===== config.mk =====
export PLATFORM = sky130hd
export DESIGN_NAME = pipelined_adder
export DESIGN_NICKNAME = d
export VERILOG_FILES = /design/src/rtl/adder_pkg.sv /design/src/rtl/pipelined_adder_stage.sv /design/src/rtl/pipelined_adder.sv
export SDC_FILE = /design/constraint.sdc
export NUM_CORES = 1
export LEC_CHECK = 0
export CAP_MARGIN = 20
export CORE_MARGIN = 5
export CORE_UTILIZATION = 49
export CTS_CLUSTER_DIAMETER = 150
export DETAILED_ROUTE_END_ITERATION = 12
export PLACE_DENSITY = 0.84
export SLEW_MARGIN = 40
export SYNTH_ARGS = -nofsm -noshare
export SYNTH_HDL_FRONTEND = slang
export SYNTH_SLANG_ARGS = --single-unit

===== constraint.sdc =====
create_clock -name clk -period 3.23 [get_ports clk]
set_clock_uncertainty 0.1 [all_clocks]
set_input_delay 0.646 -clock clk [delete_from_list [all_inputs] [get_ports clk]]
set_output_delay 0.646 -clock clk [all_outputs]
set_load 0.02 [all_outputs]

===== src/rtl/adder_pkg.sv =====
// Shared types and sizing helpers for the pipelined add/subtract unit.
package adder_pkg;

    typedef enum logic {
        OP_ADD = 1'b0,
        OP_SUB = 1'b1
    } adder_op_e;

    function automatic int num_stages(input int width, input int chunk);
        return width / chunk;
    endfunction

    // Legal slicing: every stage resolves a full, non-empty CHUNK of the word.
    function automatic bit chunking_ok(input int width, input int chunk);
        return (chunk >= 1) && (chunk <= width) && ((width % chunk) == 0);
    endfunction

endpackage


===== src/rtl/pipelined_adder_stage.sv =====
// One registered CHUNK-bit slice of the pipelined adder. Operand A and the partial
// sum share one word: bits below IDX*CHUNK are finished sum, bits above are still A.
module pipelined_adder_stage
    import adder_pkg::*;
#(
    parameter int WIDTH = 16,
    parameter int CHUNK = 4,
    parameter int IDX   = 0
) (
    input  logic             clk,
    input  logic             rst,
    input  logic             en,
    input  logic             valid_in,
    input  logic             carry_in,
    input  logic [WIDTH-1:0] word_in,
    input  logic [WIDTH-1:0] b_in,
    output logic             valid_out,
    output logic             carry_out,
    output logic             msb_carry_out,
    output logic [WIDTH-1:0] word_out,
    output logic [WIDTH-1:0] b_out
);

    localparam int LO = IDX * CHUNK;

    logic [CHUNK-1:0] a_slice;
    logic [CHUNK-1:0] b_slice;
    logic [CHUNK-1:0] s_slice;
    logic             c_next;
    logic             msb_c_next;
    logic [WIDTH-1:0] word_next;
    logic [WIDTH-1:0] b_next;

    // B arrives already inverted for SUB and shifted so its live slice sits at bit 0.
    always_comb begin
        a_slice    = word_in[LO +: CHUNK];
        b_slice    = b_in[CHUNK-1:0];
        {c_next, s_slice} = {1'b0, a_slice} + {1'b0, b_slice} + {{CHUNK{1'b0}}, carry_in};
        msb_c_next = s_slice[CHUNK-1] ^ a_slice[CHUNK-1] ^ b_slice[CHUNK-1];
        word_next  = word_in;
        word_next[LO +: CHUNK] = s_slice;
        b_next     = b_in >> CHUNK;
    end

    always_ff @(posedge clk or posedge rst) begin
        if (rst) begin
            valid_out     <= 1'b0;
            carry_out     <= 1'b0;
            msb_carry_out <= 1'b0;
            word_out      <= '0;
            b_out         <= '0;
        end else if (en) begin
            valid_out     <= valid_in;
            carry_out     <= c_next;
            msb_carry_out <= msb_c_next;
            word_out      <= word_next;
            b_out         <= b_next;
        end
    end

endmodule


===== src/rtl/pipelined_adder.sv =====
// Pipelined add/subtract unit: WIDTH-bit operands resolved CHUNK bits per stage,
// streamed over valid/ready with one result per cycle and STAGES cycles of latency.
module pipelined_adder
    import adder_pkg::*;
#(
    parameter int WIDTH = 16,
    parameter int CHUNK = 4
) (
    input  logic             clk,
    input  logic             rst,
    input  logic             in_valid,
    output logic             in_ready,
    input  logic [WIDTH-1:0] in_a,
    input  logic [WIDTH-1:0] in_b,
    input  logic             in_cin,
    input  logic             in_sub,
    output logic             out_valid,
    input  logic             out_ready,
    output logic [WIDTH-1:0] out_sum,
    output logic             out_cout,
    output logic             out_ovf
);

    localparam int STAGES = num_stages(WIDTH, CHUNK);

    if (!chunking_ok(WIDTH, CHUNK)) begin : g_bad_chunk
        $error("pipelined_adder: WIDTH must be a non-zero multiple of CHUNK");
    end

    // Handshake: a beat moves on a rising edge when valid && ready on that side.
    // The whole pipeline advances together whenever the output slot is empty or
    // being drained, so in_ready never looks at in_valid and a stall freezes every
    // stage (bubbles included) in place.
    logic      adv;
    adder_op_e op;
    logic      cin_eff;
    logic [WIDTH-1:0] b_eff;

    logic             valid_pipe [STAGES+1];
    logic             carry_pipe [STAGES+1];
    logic [WIDTH-1:0] word_pipe  [STAGES+1];
    logic [WIDTH-1:0] b_pipe     [STAGES+1];
    logic             msb_pipe   [STAGES];

    assign adv      = !out_valid || out_ready;
    assign in_ready = adv;

    // SUB is A + ~B + !borrow_in, so the same carry chain serves both operations.
    assign op      = adder_op_e'(in_sub);
    assign b_eff   = (op == OP_SUB) ? ~in_b : in_b;
    assign cin_eff = (op == OP_SUB) ? ~in_cin : in_cin;

    assign valid_pipe[0] = in_valid;
    assign carry_pipe[0] = cin_eff;
    assign word_pipe[0]  = in_a;
    assign b_pipe[0]     = b_eff;

    for (genvar k = 0; k < STAGES; k++) begin : g_stage
        pipelined_adder_stage #(
            .WIDTH (WIDTH),
            .CHUNK (CHUNK),
            .IDX   (k)
        ) u_stage (
            .clk           (clk),
            .rst           (rst),
            .en            (adv),
            .valid_in      (valid_pipe[k]),
            .carry_in      (carry_pipe[k]),
            .word_in       (word_pipe[k]),
            .b_in          (b_pipe[k]),
            .valid_out     (valid_pipe[k+1]),
            .carry_out     (carry_pipe[k+1]),
            .msb_carry_out (msb_pipe[k]),
            .word_out      (word_pipe[k+1]),
            .b_out         (b_pipe[k+1])
        );
    end

    // Overflow: carry into the MSB disagrees with carry out of it.
    assign out_valid = valid_pipe[STAGES];
    assign out_sum   = word_pipe[STAGES];
    assign out_cout  = carry_pipe[STAGES];
    assign out_ovf   = msb_pipe[STAGES-1] ^ carry_pipe[STAGES];

endmodule

==> results of run 1 <==
per-stage QoR:
stage / hold slack, ns / setup WS [ns] / instance area [um^2]
after floorplan: 0.330 / 0.727 / 4350
after global placement: 0.340 / 0.377 / 4990
after detailed placement: 0.355 / 0.294 / 4990
after CTS: 0.374 / 0.569 / 5160
after global routing: 0.395 / 0.549 / 5170
final: 0.371 / 0.575 / 5170
power by group:
| part | total [mW] | leakage (nW) | switching (mW) | internal, mW |
|---|---|---|---|---|
| Clock | 0.708 | 0.0932 | 0.389 | 0.319 |
| Sequential | 2.06 | 1.16 | 0.301 | 1.76 |
| Combinational | 1.97 | 1.29 | 1.07 | 0.900 |
layout make-up:
class	instances	area (um^2)	area share
Sequential cell	97	2430	0.470
Clock buffer	13	159	0.0308
Timing Repair Buffer	62	628	0.122
Inverter	19	75.1	0.0145
Multi-Input combinational cell	322	1730	0.334
Tap cell	108	135	0.0262
Clock inverter	3	15.0	0.00291
cell usage after synthesis, types with 2 or more instances:
master    count  area [um^2]
nand2_1     204          766
dfrtp_1      97         2430
o21ai_0      24          120
buf_2        20          100
inv_1        18         67.6
a21oi_1      14         70.1
nor2_1       13         48.8
ha_1         12          150
xnor2_1      11         96.3
fa_1          8          160
xor2_1        8         70.1
nor2b_1       5         31.3
o21ai_1       5         25.0
a2111o_1      3         33.8
a21o_1        3         22.5
o221a_2       3         33.8
buf_4         2         15.0
clkbuf_1      2         7.51
worst max-delay path: cells and delay by family:
| family | cells | cell delay, ns |
|---|---|---|
| AND/OR/NAND/NOR | 1 | 0.06 |
| buffers and inverters | 3 | 1.20 |
flip-flops by register name, summed over array words and instances, names as in the netlist:
register,count
g_stage.u_stage.msb_carry_out,1
g_stage.u_stage.carry_out,4
g_stage.u_stage.word_out,64
g_stage.u_stage.b_out,24
g_stage.u_stage.valid_out,4
kinds of logic after synthesis:
| group | after synthesis | synth area share |
|---|---|---|
| adders and majority gates | 20 | 0.0715 |
| AOI/OAI and AO/OA | 56 | 0.0784 |
| and+or+nand+nor | 226 | 0.203 |
| DFF | 97 | 0.559 |
| xor gates and xnor gates | 20 | 0.0435 |
| buffers and inverters | 43 | 0.0447 |
per-layer routing:
layer | vias to the layer above | part of all wire
li1 | 1552 | -
met1 | 1421 | 0.44
met2 | 61 | 0.50
met3 | 13 | 0.044
met4 | 0 | 0.019
met5 | - | 0
cells in the final DEF (no fill, tap or decap):
cell type | Yosys | final
nand2_1 | 204 | 204
dfrtp_1 | 97 | 97
clkdlybuf4s50_1 | 0 | 57
o21ai_0 | 24 | 24
inv_1 | 18 | 17
a21oi_1 | 14 | 14
nor2_1 | 13 | 13
ha_1 | 12 | 12
xnor2_1 | 11 | 11
clkbuf_8 | 0 | 11
xor2_1 | 8 | 8
fa_1 | 8 | 8
o21ai_1 | 5 | 5
nor2b_1 | 5 | 4
a21o_1 | 3 | 3
a2111o_1 | 3 | 3
o221a_2 | 3 | 3
clkinv_2 | 0 | 3
clkbuf_1 | 2 | 2
buf_6 | 0 | 2
buf_4 | 2 | 2
nor2b_4 | 0 | 1
inv_2 | 1 | 1
clkinvlp_4 | 0 | 1
a22oi_1 | 1 | 1
nand2b_1 | 1 | 1
nand3b_1 | 1 | 1
xnor3_1 | 1 | 1
and3_4 | 1 | 1
o31ai_2 | 1 | 1
and3b_2 | 1 | 1
a21boi_0 | 1 | 1
o31ai_1 | 1 | 1
buf_12 | 0 | 1
final timing paths:
kind,to,from,cells past startpoint,slack (ns)
max,in_ready,out_ready,4,0.57
min reg2reg,g_stage[0].u_stage.word_out[11],g_stage[0].u_stage.word_out[11],2,0.37
max in group asynchronous,g_stage[1].u_stage.b_out[3],rst,3,1.82
min in group asynchronous,g_stage[0].u_stage.b_out[8],rst,2,0.54
max reg2reg,g_stage[3].u_stage.carry_out,g_stage[2].u_stage.b_out[0],6,1.38
min,g_stage[0].u_stage.word_out[11],g_stage[0].u_stage.word_out[11],2,0.37
==> impl_metrics.tcl, run 1 <==
set metrics [dict create \
    ys_ff_latch 97 \
    syn-cell-area_mm2 0.00434 \
    total_power_mw 4.74 \
    place_congestion 0.813 \
    fin_tns_setup_ns 0 \
    critPathLaunchType "input pin" \
    crit_required_ns 2.48 \
    cts_max_path_buffers 2 \
    setup_viol 0 \
    p_leak_nw 2.54 \
    maxCapViolCount 0 \
    root_buffer "clkbuf_8" \
    grt_pass1_wl_um 14000 \
    fmaxAchievable_mhz 377 \
    grtUsageMet2 0.257 \
    ir_drop_uv 339 \
    start_util 0.500 \
    cts_resized 0 \
    rsz0062_at_grt "false" \
    synth-seq-area-share 0.559 \
    cts_buffers 9 \
    end_kind "output pin" \
    worstPathMaxFanout 2 \
    hold_violations 0 \
    finalCriticalPeriod_ns 2.66 \
    io_buffer_count 57 \
    syn_inst 462 \
    route.detailed.drc 0 \
    crit_top_cell "clkdlybuf4s50_1" \
    holdCritPathClass "reg2reg" \
    synth_edf_count 0 \
    cts_hold_buf 0 \
    die_h_um 104 \
    final_layout_size_suffix_gt1_frac 0.0543 \
    vias 3047 \
    die_area_mm2 0.0108 \
    cts_setup_buffers 0 \
    cts_tree "yes" \
    hpwl_um 5690 \
    status "finished, final reports clean" \
    routed_wirelength_um 7940 \
    drtIter0Drc 153 \
    viasPerCell 4.88 \
    cts_sinks 97 \
    asyncSetResetFlopFracSynth 1.00 \
    overflow 0 \
    pwr_density_cell_mw_per_mm2 918 \
    syn_nets 520 \
    avgRoutedWirePerCell_um 12.7 \
    path_class "in2out" \
    fp-row-count 34 \
    gr-max-usage-layer "met2" \
    ys_types 28 \
    grt_pass1_vias 3212 \
    slew_headroom 0.562 \
    grt_max_degree 101 \
    worst_path_max_delay_cell "clkdlybuf4s50_1" \
    final_util 0.595 \
    cts_htree_levels 3 \
    synthFlopType "dfrtp_1" \
    fin_crit_sh 0.822 \
    antenna_left 0 \
    dp_cells 608 \
    arrival_ns 1.91 \
    ios 58 \
    first_pass_iters 4 \
    antenna_cells 0 \
    path_cells "clkdlybuf4s50_1 -> nor2b_4 -> inv_2 -> clkdlybuf4s50_1" \
    clk_pin_slew_ns 0.07 \
    grt_antenna_before_repair 0 \
    fin_nets 569 \
    clk_latency_ns 0.36 \
    finalNonFillerCells 624 \
    tightest_slew_ns 0.656 \
    met1_usage 0.193 \
    crit_path_max_incr_delay_ns 0.61 \
    ys_warn_count 0 \
    drv_slew 0 \
    syn2layout_area_growth_pct 19.0 \
    core-area_mm2 0.00868 \
    track_usage 0.156 \
    met3_usage 0.0422 \
    fillers 757 \
    postSynthAreaPerCell_um2 9.40 \
    die_w_um 104 \
]
No activity file was read; power rests on OpenSTA's default activity.
==> inputs of run 2 (changes only) <==
Settings changed: CORE_UTILIZATION 49 to 50, PLACE_DENSITY 0.84 to 0.83.
Clock period 3.23 ns to 2.62 ns, I/O delays scaled along.
==> run 2 against run 1 <==
- flip-flop and latch count stayed put
- clock-buffer cell count fell by 2
- routed wire length shrank 1.4%
- non-clock buffer count unchanged
==> impl_metrics.tcl, run 2 (synthesis gave the netlist of run 1 again) <==
set metrics [dict create \
    antenna_left 0 \
    antenna_cells 0 \
    ios 58 \
    die_area_mm2 0.0106 \
    crit_required_ns 2.00 \
    io_buffer_count 57 \
    finalNonFillerCells 624 \
    holdCritPathClass "reg2reg" \
    slew_headroom 0.582 \
    fillers 789 \
    fin_nets 569 \
    fmaxAchievable_mhz 404 \
    worstHoldStart "g_stage[2].u_stage.valid_out" \
    root_buffer "clkbuf_8" \
    path_class "in2out" \
    status "finished, final reports clean" \
    pre_cts_slack_ns -0.106 \
    clk_latency_ns 0.35 \
    clk_pin_slew_ns 0.09 \
    tightest_slew_ns 0.628 \
    die_h_um 103 \
    rsz0062_at_grt "false" \
    cts_resized 0 \
    cpLargestDelayFamily "buffers and inverters" \
    wl_met2_um 3760 \
    reg.largest.list "g_stage.u_stage.word_out x64, g_stage.u_stage.b_out x24" \
    core-area_mm2 0.00859 \
    fin_crit_sh 0.944 \
    total_power_mw 5.82 \
    vias 3087 \
    finalCriticalPeriod_ns 2.47 \
    grt_pass1_vias 3103 \
    critPathBufInv 3 \
    avgRoutedWirePerCell_um 12.5 \
    setup_viol 0 \
    grt_antenna_before_repair 0 \
    multi_input_area_mm2 0.00173 \
    m1WireLength_um 3530 \
    hold-worst-slack_ns 0.369 \
    final_layout_size_suffix_gt1_frac 0.0562 \
    cts_buffers 9 \
    drtIter0Drc 134 \
    largest-register "g_stage.u_stage.word_out" \
    end_kind "output pin" \
    place_congestion 0.867 \
    pwr_density_cell_mw_per_mm2 1120 \
    syn2layout_area_growth_pct 19.2 \
    track_usage 0.163 \
    cts_tree "yes" \
    grt_max_degree 101 \
    hpwl_um 5490 \
    wl_met3_um 344 \
    cts_setup_buffers 0 \
    crit_path_max_incr_delay_ns 0.69 \
    maxCapViolCount 0 \
    viasPerCell 4.95 \
    crit_top_cell "clkdlybuf4s50_1" \
    fin_tns_setup_ns 0 \
    grt_pass1_wl_um 13700 \
    largest_reg_flops 64 \
    worstPathMaxFanout 2 \
    fp-row-count 34 \
    setup_ws_ns 0.147 \
    dp_cells 608 \
    cts_sinks 97 \
    routed_wirelength_um 7830 \
    critPathLaunchType "input pin" \
    cts_htree_levels 3 \
    ir_drop_uv 386 \
    hold_violations 0 \
    first_pass_iters 4 \
    highest_layer "met4" \
    overflow 0 \
    reg2reg_from "g_stage[1].u_stage.b_out[0]" \
    area.sequential_mm2 0.00243 \
    p_leak_nw 2.54 \
    cts_max_path_buffers 2 \
    final_common_cell "nand2_1" \
    start_util 0.505 \
    startpoint "out_ready" \
    final_cell_mix "nand2_1, dfrtp_1, clkdlybuf4s50_1" \
    worst_path_max_delay_cell "clkdlybuf4s50_1" \
    path_cells "clkdlybuf4s50_1 -> nor2b_4 -> inv_2 -> clkdlybuf4s50_1" \
    die_w_um 103 \
    drv_slew 0 \
    cts_hold_buf 0 \
    route.detailed.drc 0 \
    arrival_ns 1.85 \
]
==> run 2: report_power, final <==
part | internal (mW) | total [mW] | switching, mW
logic | 1.12 | 2.43 | 1.31
clock network | 0.369 | 0.854 | 0.486
registers | 2.17 | 2.54 | 0.369
total | 3.65 | 5.82 | 2.16
==> run 2: layout make-up <==
| class | instances | area share |
|---|---|---|
| sequential | 97 | 0.469 |
| multi-input combinational | 322 | 0.334 |
| timing repair buffer | 62 | 0.123 |
| clock buffer | 11 | 0.0273 |
| tap | 108 | 0.0261 |
| inverter | 19 | 0.0145 |
| clock inverter | 5 | 0.00604 |
==> run 2: routing by layer <==
layer | GRT usage | up-vias
met5 | 0 | -
met4 | 0.0697 | 0
met3 | 0.0275 | 11
met2 | 0.276 | 70
met1 | 0.207 | 1452
li1 | - | 1554
==> run 2: worst register-to-register path: stages, from the launching register on <==
cell and delay, ns:
dfrtp_1 0.41, fa_1 0.46, a21o_1 0.21, a2111o_1 0.41, o221a_2 0.13
==> run 2: through the flow <==
step / instance area, um^2 / util
finish: 5170 / 0.602
global route: 5170 / 0.602
CTS: 5170 / 0.602
detailed placement: 5000 / 0.582
global placement: 5000 / 0.582
floorplan: 4350 / -
==> run 2: final timing paths <==
check                                                  end  slack [ns]  depth (start not counted)
max                                               in_ready        0.15                          4
min                           g_stage[2].u_stage.valid_out        0.37                          2
max reg2reg                g_stage[2].u_stage.word_out[11]        0.81                          4
min reg2reg                   g_stage[2].u_stage.valid_out        0.37                          2
max in group asynchronous   g_stage[1].u_stage.word_out[4]        1.48                          3
min in group asynchronous      g_stage[1].u_stage.b_out[4]        0.53                          3
